## src/rtl/mac_pkg.sv

```systemverilog
// Shared sizing, FSM state encoding and byte-lane slicing for the MAC array feeder.
package mac_pkg;

    localparam int ROWS  = 4;
    localparam int COLS  = 4;
    localparam int DW    = 8;
    localparam int VW    = COLS * DW;
    localparam int ROW_W = $clog2(ROWS);

    typedef enum logic [1:0] {
        ST_IDLE   = 2'd0,
        ST_LOADW  = 2'd1,
        ST_STREAM = 2'd2,
        ST_DRAIN  = 2'd3
    } state_e;

    // Column 0 occupies the most significant byte of a row/vector.
    function automatic logic [DW-1:0] lane(input logic [VW-1:0] v, input int j);
        return v[VW-1-DW*j -: DW];
    endfunction

endpackage

```

## src/rtl/mac_skew_line.sv

```systemverilog
// Fixed-depth delay line carrying one byte plus its valid flag, cleared synchronously.
module mac_skew_line #(
    parameter int DEPTH = 1,
    parameter int DW    = 8
) (
    input  logic          clk_i,
    input  logic          rst_i,
    input  logic [DW-1:0] data_i,
    input  logic          valid_i,
    output logic [DW-1:0] data_o,
    output logic          valid_o
);

    logic [DW-1:0] data_q  [DEPTH];
    logic          valid_q [DEPTH];

    always_ff @(posedge clk_i) begin
        if (rst_i) begin
            for (int i = 0; i < DEPTH; i++) begin
                data_q[i]  <= '0;
                valid_q[i] <= 1'b0;
            end
        end else begin
            data_q[0]  <= data_i;
            valid_q[0] <= valid_i;
            for (int i = 1; i < DEPTH; i++) begin
                data_q[i]  <= data_q[i-1];
                valid_q[i] <= valid_q[i-1];
            end
        end
    end

    assign data_o  = data_q[DEPTH-1];
    assign valid_o = valid_q[DEPTH-1];

endmodule

```

## src/rtl/mac_feeder.sv

```systemverilog
// Loads a 4x4 weight tile and streams diagonally skewed activation vectors into a systolic MAC array.
//
// state     | meaning
// ----------+---------------------------------------------------------------
// ST_IDLE   | waiting; weight rows take priority, activations need wloaded
// ST_LOADW  | accepting weight rows 1..3 of a tile
// ST_STREAM | accepting activation vectors until one with last set
// ST_DRAIN  | no input; wait for skew plus array flush, then pulse done
module mac_feeder
    import mac_pkg::*;
#(
    parameter int DRAIN_CYCLES = 8
) (
    input  logic             clk_i,
    input  logic             rst_i,
    input  logic             w_valid_i,
    output logic             w_ready_o,
    input  logic [VW-1:0]    w_data_i,
    input  logic             a_valid_i,
    output logic             a_ready_o,
    input  logic [VW-1:0]    a_data_i,
    input  logic             a_last_i,
    output logic             w_load_o,
    output logic [ROW_W-1:0] wrow_o,
    output logic [VW-1:0]    wdata_o,
    output logic [VW-1:0]    idata_o,
    output logic [COLS-1:0]  icol_valid_o,
    output logic             busy_o,
    output logic             done_o
);

    localparam int                  DRAIN_W    = $clog2(DRAIN_CYCLES + 3);
    localparam logic [DRAIN_W-1:0]  DRAIN_LOAD = DRAIN_W'(DRAIN_CYCLES + 2);
    localparam logic [ROW_W-1:0]    LAST_ROW   = ROW_W'(ROWS - 1);

    state_e             state_q;
    logic [ROW_W-1:0]   row_q;
    logic [DRAIN_W-1:0] drain_q;
    logic               wloaded_q;
    logic               w_load_q;
    logic [ROW_W-1:0]   wrow_q;
    logic [VW-1:0]      wdata_q;
    logic               done_q;

    logic               w_fire;
    logic               a_fire;
    logic [DW-1:0]      col_data  [COLS];
    logic               col_valid [COLS];

    always_comb begin
        w_ready_o = 1'b0;
        a_ready_o = 1'b0;
        case (state_q)
            ST_IDLE: begin
                w_ready_o = 1'b1;
                a_ready_o = wloaded_q & ~w_valid_i;
            end
            ST_LOADW:  w_ready_o = 1'b1;
            ST_STREAM: a_ready_o = 1'b1;
            default: ;
        endcase
    end

    assign w_fire = w_valid_i & w_ready_o;
    assign a_fire = a_valid_i & a_ready_o;

    always_ff @(posedge clk_i) begin
        if (rst_i) begin
            state_q   <= ST_IDLE;
            row_q     <= '0;
            drain_q   <= '0;
            wloaded_q <= 1'b0;
            w_load_q  <= 1'b0;
            wrow_q    <= '0;
            wdata_q   <= '0;
            done_q    <= 1'b0;
        end else begin
            w_load_q <= w_fire;
            wrow_q   <= w_fire ? row_q : '0;
            wdata_q  <= w_fire ? w_data_i : '0;
            done_q   <= 1'b0;
            if (w_fire) begin
                row_q <= row_q + ROW_W'(1);
                if (row_q == LAST_ROW) wloaded_q <= 1'b1;
            end
            case (state_q)
                ST_IDLE: begin
                    if (w_fire) begin
                        state_q <= ST_LOADW;
                    end else if (a_fire) begin
                        if (a_last_i) begin
                            state_q <= ST_DRAIN;
                            drain_q <= DRAIN_LOAD;
                        end else begin
                            state_q <= ST_STREAM;
                        end
                    end
                end
                ST_LOADW: begin
                    if (w_fire && row_q == LAST_ROW) state_q <= ST_STREAM;
                end
                ST_STREAM: begin
                    if (a_fire && a_last_i) begin
                        state_q <= ST_DRAIN;
                        drain_q <= DRAIN_LOAD;
                    end
                end
                ST_DRAIN: begin
                    // Terminal count lands so done coincides with the return to idle.
                    if (drain_q == '0) begin
                        state_q <= ST_IDLE;
                        done_q  <= 1'b1;
                    end else begin
                        drain_q <= drain_q - DRAIN_W'(1);
                    end
                end
                default: state_q <= ST_IDLE;
            endcase
        end
    end

    for (genvar j = 0; j < COLS; j++) begin : g_col
        logic [DW-1:0] col_in;
        assign col_in = a_fire ? lane(a_data_i, j) : '0;

        mac_skew_line #(
            .DEPTH (j + 1),
            .DW    (DW)
        ) u_line (
            .clk_i   (clk_i),
            .rst_i   (rst_i),
            .data_i  (col_in),
            .valid_i (a_fire),
            .data_o  (col_data[j]),
            .valid_o (col_valid[j])
        );
    end

    always_comb begin
        idata_o      = '0;
        icol_valid_o = '0;
        for (int j = 0; j < COLS; j++) begin
            idata_o[VW-1-DW*j -: DW] = col_data[j];
            icol_valid_o[j]          = col_valid[j];
        end
    end

    assign w_load_o = w_load_q;
    assign wrow_o   = wrow_q;
    assign wdata_o  = wdata_q;
    assign busy_o   = (state_q != ST_IDLE);
    assign done_o   = done_q;

endmodule

```

## config.mk

```make
export PLATFORM = sky130hd
export DESIGN_NAME = mac_feeder
export DESIGN_NICKNAME = d
export VERILOG_FILES = /design/src/rtl/mac_pkg.sv /design/src/rtl/mac_skew_line.sv /design/src/rtl/mac_feeder.sv
export SDC_FILE = /design/constraint.sdc
export NUM_CORES = 1
export LEC_CHECK = 0
export ABC_CLOCK_PERIOD_IN_PS = 2260
export BUFFER_PORTS_ARGS = -buffer_cell sky130_fd_sc_hd__buf_4
export CORE_MARGIN = 2
export CORE_UTILIZATION = 40
export CTS_CLUSTER_DIAMETER = 80
export CTS_CLUSTER_SIZE = 20
export DETAILED_ROUTE_END_ITERATION = 10
export GPL_TIMING_DRIVEN = 0
export PLACE_DENSITY = 0.74
export SLEW_MARGIN = 20
export SYNTH_ARGS = -nofsm -noshare
export SYNTH_HDL_FRONTEND = slang
export SYNTH_SLANG_ARGS = --single-unit
```

## constraint.sdc

```tcl
create_clock -name clk_i -period 2.26 [get_ports clk_i]
set_clock_uncertainty 0.05 [all_clocks]
set_input_delay 0.226 -clock clk_i [delete_from_list [all_inputs] [get_ports clk_i]]
set_output_delay 0.226 -clock clk_i [all_outputs]
set_load 0.005 [all_outputs]
```

After elaboration in Yosys (flattened, before gate mapping)
Memory sizes are Yosys's and may differ from the RTL's. Cells that the tools add are included.

Word-level logic and storage cells: 113. Memories: 8. Register bits after elaboration: 45. Memory bits (writable): 90. Input port bits: 69. Output and inout bits: 75.

Memories: g_col[3].u_line.data_q (depth 4, width 8, rd ports 4, clocked after memory_dff 0, write ports 4, RTL line mac_skew_line.sv:14) `logic [DW-1:0] data_q [DEPTH];`; g_col[2].u_line.data_q (depth 3, width 8, rd ports 3, clocked after memory_dff 0, write ports 3, RTL line mac_skew_line.sv:14); g_col[1].u_line.data_q (depth 2, width 8, rd ports 2, clocked after memory_dff 0, write ports 2, RTL line mac_skew_line.sv:14); g_col[0].u_line.data_q (depth 1, width 8, rd ports 1, clocked after memory_dff 0, write ports 1, RTL line mac_skew_line.sv:14); g_col[3].u_line.valid_q (depth 4, width 1, rd ports 4, clocked after memory_dff 0, write ports 4, RTL line mac_skew_line.sv:15) `logic valid_q [DEPTH];`; g_col[2].u_line.valid_q (depth 3, width 1, rd ports 3, clocked after memory_dff 0, write ports 3, RTL line mac_skew_line.sv:15); 2 more memories.

Muxes and demuxes: 45. Equality and inequality tests: 12. Reduce and logical (&&, ||, !) cells: 14. Bitwise logic cells: 24. Add/sub/neg operators: 2.

Operators by type and width (number): 8-bit two-way mux (14); 4-bit two-way mux (5); 1-bit two-way mux (18); 1-bit OR (18); 2-bit inequality test (second input constant) (7); 4-bit one-hot mux with 3 select lines (1); 2-bit two-way mux (5); 2-bit one-hot mux with 4 select lines (1); 8-bit OR reduction (1); 2-bit == test (second input constant) (3); 6-bit AND reduction (1); 2-bit OR reduction (3); 4-bit zero test (1); 4-bit AND reduction (1); 4-bit by 1-bit subtractor with 4-bit output (second input constant) (1); 1-bit bitwise AND (3); 3-bit inequality test (second input constant) (1); 1-bit inverter (3); 3-bit nonzero test (1); 2-bit by 1-bit adder with 2-bit output (second input constant) (1); 2-bit by 1-bit == test with 1-bit output (second input constant) (1); 1-bit logical AND (2); 2-bit zero test (1); 1-bit one-hot mux with 2 select lines (1); 3 further kinds (3).

Longest topological paths before layout
Gate-level depths: netlist of the first run.

Depth after elaboration: 7. Depth in mapped cells: 8. Depth with buffers taken out: 7.

Modules after synthesis
Synthesis of the first run repeated with hierarchy kept, for this count alone.

Cells, all modules: 386. Area, all modules: 4410.5 um^2.

Modules (own cells, without submodules): mac_feeder (times used 1, cells each 184, area an instance 1820.5 um^2, sequential area each 900.9 um^2); mac_skew_line (g_col[3].u_line) (times used 1, cells each 75, area an instance 994.7 um^2, sequential area each 720.7 um^2); mac_skew_line (g_col[2].u_line) (times used 1, cells each 64, area an instance 809.5 um^2, sequential area each 540.5 um^2); mac_skew_line (g_col[1].u_line) (times used 1, cells each 45, area an instance 549.3 um^2, sequential area each 360.3 um^2); mac_skew_line (g_col[0].u_line) (times used 1, cells each 18, area an instance 236.5 um^2, sequential area each 180.2 um^2).

Least setup slack after synthesis of the first run
No wires, ideal clock.

Path type: register to register. Start: register drain_q[0]. End: register drain_q[3]. Data required time: 2.091 ns. Path slack: 0.485 ns. Arrival: 1.606 ns. Cell stages (with the launch flop): 8. Buffers on the path: 0. Cells stage by stage: dfxtp_1 > inv_1 > ha_1 > or3b_1 > or2_1 > nand4_2 > o21ba_2 > o221a_2.

Word-level cells in the longest chain between the ends: 3. Elaborated cells between the ends (all ways): 6. Classes of those cells: add/sub (1); eq/ne (1); mux (2); reduce/logical (2).

RTL lines: from (decl) (RTL line mac_feeder.sv:38) `logic [DRAIN_W-1:0] drain_q;`; from (signal assigned) (RTL line mac_feeder.sv:114) `drain_q <= drain_q - DRAIN_W'(1);`; 4-bit by 1-bit subtractor with 4-bit output / 4-bit zero test (equally long branches) (RTL line mac_feeder.sv:114, mac_feeder.sv:110); 4-bit two-way mux / 2-bit inequality test (equally long branches); 4-bit one-hot mux with 3 select lines / 6-bit AND reduction (equally long branches).

Several ways; a longest one is shown, not always the timed one. The select of a mux whose other input is x is not followed. A chain may end at the register's enable or synchronous reset.

Worst setup path after layout of the first run
Start: register state_q[0]. End: output a_ready_o.

Word-level cells in the longest chain between the ends: 2. Elaborated cells between the ends (all ways): 3. Classes of those cells: eq/ne (1); mux (1); reduce/logical (1).

RTL lines: from (decl) (RTL line mac_feeder.sv:36) `state_e state_q;`; from (signal assigned) (RTL line mac_feeder.sv:69) `state_q <= ST_IDLE;`; from (signal assigned) (RTL line mac_feeder.sv:89) `state_q <= ST_LOADW;`; from (signal assigned) (RTL line mac_feeder.sv:92) `state_q <= ST_DRAIN;`; 2-bit == test / 2-bit zero test (equally long branches) (RTL line mac_feeder.sv:53) `case (state_q)`; 1-bit one-hot mux with 2 select lines * (RTL line mac_feeder.sv:53); to (decl) (RTL line mac_feeder.sv:20) `output logic a_ready_o,`.

Every way passes the cells marked *; elsewhere a longest branch is shown, timed or not.

==> results_dict.tcl, run 1 <==
set metrics [dict create \
    cp_data_required_time_ns 1.98 \
    r2r_start "state_q[1]" \
    end_kind "primary output" \
    synthFlopType "dfxtp_1" \
    grt_antenna_before_repair 0 \
    worstHoldEndpoint "state_q[0]" \
    outcome "completed" \
    drt_wl_total_um 9160 \
    first_iter_violations 95 \
    slew_viol_final 0 \
    slew_headroom 0.674 \
    drive_above_1_share 0.358 \
    viasPerCell 4.18 \
    yosys_register_bits 129 \
    multi_input_area_mm2 0.00112 \
    seq_area_mm2 0.00258 \
    synth_edf_count 0 \
    cpMaxStageDelayCell "dfxtp_1" \
    path_max_fanout 6 \
    cts.sinks 129 \
    syn_nets 427 \
    core_area_mm2 0.00973 \
    finalSetupViolations 0 \
    grtUsageTotal 0.174 \
    htreeDepth 4 \
    rsz0062_at_grt "no" \
    mostFrequentLayoutCell "buf_4" \
    pin_count 144 \
    drc 0 \
    ir_drop_v 0.000503 \
    max_cap_violations 0 \
    fp-row-count 36 \
    finalWorstSetupSlack_ns 0.172 \
    die_height_um 104 \
    synth_top_family_by_area "simple AND/OR/NAND/NOR gates" \
    syn_inst 351 \
    ys_types 35 \
    critPathMostFrequentCell "inv_1" \
    final_util 0.669 \
    fin_crit_ns 2.09 \
    critical_path_class "register to primary output" \
    nNetsFinal 653 \
    synthAdderAreaFrac 0.0219 \
    grt_max_degree 17 \
    crit_arrival_ns 1.81 \
    hp-class "input pin to register" \
    syn_avg_cell_area_um2 11.4 \
    cts_setup_buffers 0 \
    min_from "a_last_i" \
    first_global_vias 3121 \
    cp_cell_sequence "inv_1 -> ha_1 -> inv_1 -> nor2_1 -> a31o_2 -> buf_4" \
    synthXorXnorAreaFrac 0.00219 \
    overflow 0 \
    dp_hpwl_um 5520 \
    tns_ns 0 \
    place_congestion 0.822 \
    synth_compound_area_frac 0.0307 \
    num-fill-cells 733 \
    grt_pass1_wl_um 14600 \
    slowest_delay_ns 0.38 \
    regToRegSetupSlack_ns 0.20 \
    start_util 0.410 \
    power_w 0.00633 \
    dp_slack_ns 0.105 \
    port_buffers 142 \
    antennaDiodeCount 0 \
    period_share 0.924 \
    syn-cell-area_mm2 0.00399 \
    hold_violations 0 \
    first_pass_iters 4 \
    worstSetupStartpointType "register" \
    ys_seq_area_frac 0.647 \
    clock_latency_ns 0.49 \
    whs_path_depth 4 \
    p_leak_nw 3.03 \
    area_delta_synth_final_pct 63.1 \
    antenna_left 0 \
    async_flop_share 0 \
    whs_ns 0.104 \
    synth_mux_area_frac 0.00251 \
    wl_per_cell_um 12.7 \
    worst_r2r_endpoint "g_col[1].u_line.data_q[0][1]" \
    clk_path_buf_depth 2 \
    fp.dieW_um 104 \
    via_count 3021 \
    ff2ff_path_depth 8 \
    path_clk_slew_ns 0.06 \
    die_area_mm2 0.0108 \
    cts-root-buf "clkbuf_8" \
    power.density_mw_per_mm2 972 \
    final_cell_mix "buf_4, dfxtp_1, and2_1" \
    tightest_slew_ns 0.489 \
    synthSimpleGateAreaFrac 0.222 \
    cts_buffers 17 \
    cts_tree "built" \
    ys_warn_count 0 \
    fmax_mhz 479 \
]
## routing by layer
metal | wire length [um] | vias up | global-route usage
met5 | 0 | - | 0
met4 | 202 | 0 | 0.0753
met3 | 334 | 16 | 0.0608
met2 | 5220 | 82 | 0.339
met1 | 3400 | 1400 | 0.161
li1 | - | 1523 | -
## worst max path at each step
stage | start | endpoint | slack, ns | depth (start not counted)
2_1_floorplan | drain_q[0] | drain_q[3] | 0.49 | 7
5_1_grt | state_q[1] | g_col[2].u_line.data_q[0][7] | 0.002 | 8
3_5_place_dp | state_q[0] | g_col[2].u_line.data_q[0][7] | 0.11 | 8
3_3_place_gp | state_q[1] | g_col[2].u_line.data_q[0][7] | 0.19 | 8
4_1_cts | state_q[1] | g_col[2].u_line.data_q[0][7] | 0.1 | 8
6_report | state_q[0] | a_ready_o | 0.17 | 6
## cell type report
| cell class | count | share of cell area |
|---|---|---|
| inverters | 9 | 0.00519 |
| clock inverters | 14 | 0.0329 |
| repair buffers | 207 | 0.264 |
| flip-flops and latches | 129 | 0.397 |
| clock buffers | 18 | 0.0642 |
| well taps | 133 | 0.0256 |
| plain buffers | 41 | 0.0404 |
| multi-input cells | 172 | 0.172 |
## state kept, by name (all words and copies together) (netlist names)
register and count:
wloaded_q 1, wrow_o 2, wdata_o 32, g_col.u_line.data_q 80
state_q 2, row_q 2, drain_q 4, done_o 1
g_col.u_line.valid_q 4, w_load_o 1
## worst max-delay path, delay by kind of cell (launching register included)
family	cells	cell delay, ns
AOI/OAI and AO/OA	1	0.25
and+or+nand+nor	1	0.06
buffers and inverters	3	0.34
adders and majority gates	1	0.28
DFF	1	0.38
## stage by stage
| step | cell area (um^2) | std cells |
|---|---|---|
| after floorplan | 3990 | 351 |
| final | 6510 | 723 |
| after global routing | 6510 | 723 |
| after global placement | 5220 | 626 |
| after CTS | 6510 | 723 |
| after detailed placement | 5220 | 626 |
## report_power, final
part	internal (W)	total, W	leakage (nW)	switching (W)
Clock	0.00190	0.00286	0.312	0.000962
Combinational	0.000534	0.000971	1.67	0.000437
Sequential	0.00243	0.00249	1.05	0.0000647
Total	0.00487	0.00633	3.03	0.00146
## cells by family after synthesis
group / count (synthesis)
buf+inv: 50
flops: 129
mux: 1
simple gates: 146
fa+ha+maj: 7
xor+xnor: 1
compound gates: 17
## repair_timing
action | CTS | global route
endpoints found under the hold margin | 65 | 0
endpoints found under the setup margin | 0 | 21
hold buffers | 65 | 0
resized for setup | 0 | 5
## synth_stat cells (2+ instances only)
master    number  area (um^2)
a31oi_1        2         12.5
a31o_2         2         17.5
ha_1           7         87.6
nand2_1        6         22.5
nor3_1         2         10.0
nor2_1         8         30.0
a21oi_1        4         20.0
and2_1        66          413
nand2b_1       2         12.5
nand3_1        2         10.0
dfxtp_1      129         2580
inv_1          9         33.8
clkbuf_1      12         45.0
nor2b_1       52          325
buf_4         28          210
Power figures use the tool's default switching activity.
==> run 2: changes to the inputs <==
ABC_CLOCK_PERIOD_IN_PS = 2000   (was 2260)
clock period = 2 ns   (was 2.26 ns; I/O delays follow)
==> results_dict.tcl, run 2 (synthesis results as in run 1) <==
set metrics [dict create \
    viasPerCell 4.18 \
    slew_viol_final 0 \
    grtUsageTotal 0.174 \
    die_height_um 104 \
    hold_violations 0 \
    wl_per_cell_um 12.7 \
    fp-row-count 36 \
    largest_reg_flops 80 \
    htreeDepth 4 \
    crit_arrival_ns 2.25 \
    path_clk_slew_ns 0.06 \
    place_congestion 0.822 \
    drt_wl_total_um 9180 \
    final_area_mm2 0.00655 \
    antenna_left 0 \
    hp-class "input pin to register" \
    grt_max_degree 17 \
    final_util 0.673 \
    first_iter_violations 106 \
    num-fill-cells 725 \
    drc 0 \
    cts_tree "built" \
    power.density_mw_per_mm2 1100 \
    path_max_fanout 8 \
    grt_pass1_wl_um 14600 \
    p_leak_nw 3.04 \
    period_share 0.957 \
    clock_latency_ns 0.50 \
    max_cap_violations 0 \
    instances_no_fill 724 \
    r2r_start "drain_q[1]" \
    final_cell_mix "buf_4, dfxtp_1, and2_1" \
    finalSetupViolations 0 \
    pin_count 144 \
    fmax_mhz 522 \
    cts_buffers 17 \
    end_kind "register" \
    port_buffers 142 \
    die_area_mm2 0.0108 \
    critical_path_class "register to register" \
    tightest_slew_ns 0.488 \
    cts.sinks 129 \
    min_from "a_last_i" \
    antennaDiodeCount 0 \
    ir_drop_v 0.000569 \
    outcome "completed" \
    multi_input_area_mm2 0.00114 \
    rsz0062_at_grt "no" \
    top_register "g_col.u_line.data_q" \
    fp.dieW_um 104 \
    postPlaceCellArea_mm2 0.00522 \
    dp_hpwl_um 5520 \
    start_util 0.410 \
    fin_crit_ns 1.91 \
    seq_area_mm2 0.00258 \
    cp_data_required_time_ns 2.33 \
    drive_above_1_share 0.376 \
    area_delta_synth_final_pct 64.1 \
    nNetsFinal 654 \
    whs_ns 0.0798 \
    mostFrequentLayoutCell "buf_4" \
    core_area_mm2 0.00973 \
    overflow 0 \
    dp.cells 626 \
    first_global_vias 3121 \
    clk_path_buf_depth 2 \
    via_count 3029 \
    grt_antenna_before_repair 0 \
    worstSetupStartpointType "register" \
    cts-root-buf "clkbuf_8" \
    first_pass_iters 4 \
    startpoint "drain_q[1]" \
    slew_headroom 0.674 \
]
-- run 2: cell count changes in the layout (fill, tap and decap cells not counted), sizes merged --
cell  delta
buf      +1
-- run 2: worst paths after layout --
check,end,slack [ns],cells after the start
max reg2reg,drain_q[3],0.09,7
min,state_q[0],0.08,4
min reg2reg,g_col[3].u_line.data_q[0][28],0.38,1
max,drain_q[3],0.09,7
-- run 2: cell type report --
type	count	share of cell area
Buffer	41	0.0407
Clock buffer	18	0.0638
Clock inverter	14	0.0327
Inverter	9	0.00516
Multi-Input combinational cell	172	0.174
Sequential cell	129	0.395
Tap cell	133	0.0254
Timing Repair Buffer	208	0.263
-- run 2: timing repair --
item                       in CTS  in global routing
pin swaps                       0                  1
hold buffers                   65                  0
setup endpoints to repair      38                 64
setup buffers                   0                  1
gates resized for setup         5                 13
gates cloned                    0                  0
hold endpoints to repair       65                  0
-- run 2: metal layers --
metal / vias up / part of all wire / track usage / wire length, um
met3: 16 / 0.036 / 0.0608 / 328
li1: 1526 / - / - / -
met1: 1403 / 0.37 / 0.161 / 3410
met2: 84 / 0.57 / 0.339 / 5240
met5: - / 0 / 0 / 0
met4: 0 / 0.022 / 0.0753 / 206
-- run 2: metrics by stage --
stage	setup TNS (ns)	setup WS, ns	total power (W)
2_1_floorplan	0	0.225	0.00342
3_3_place_gp	-0.904	-0.0652	0.00380
3_5_place_dp	-2.55	-0.155	0.00384
4_1_cts	0	0.00215	0.00721
5_1_grt	0	0.00254	0.00757
6_report	0	0.0858	0.00724
-- run 2: worst max-delay path: stages, from the launching register on --
cell and delay [ns]:
dfxtp_1 0.31, inv_1 0.09, ha_1 0.19, or3b_1 0.37, or2_1 0.27, nand4_4 0.13
o21ba_2 0.18, o221a_2 0.24
-- run 2: report_power, final --
part / leakage, nW / switching, W / internal [W]
sequential: 1.05 / 0.0000748 / 0.00275
clock: 0.312 / 0.00109 / 0.00215
combinational: 1.68 / 0.000526 / 0.000651
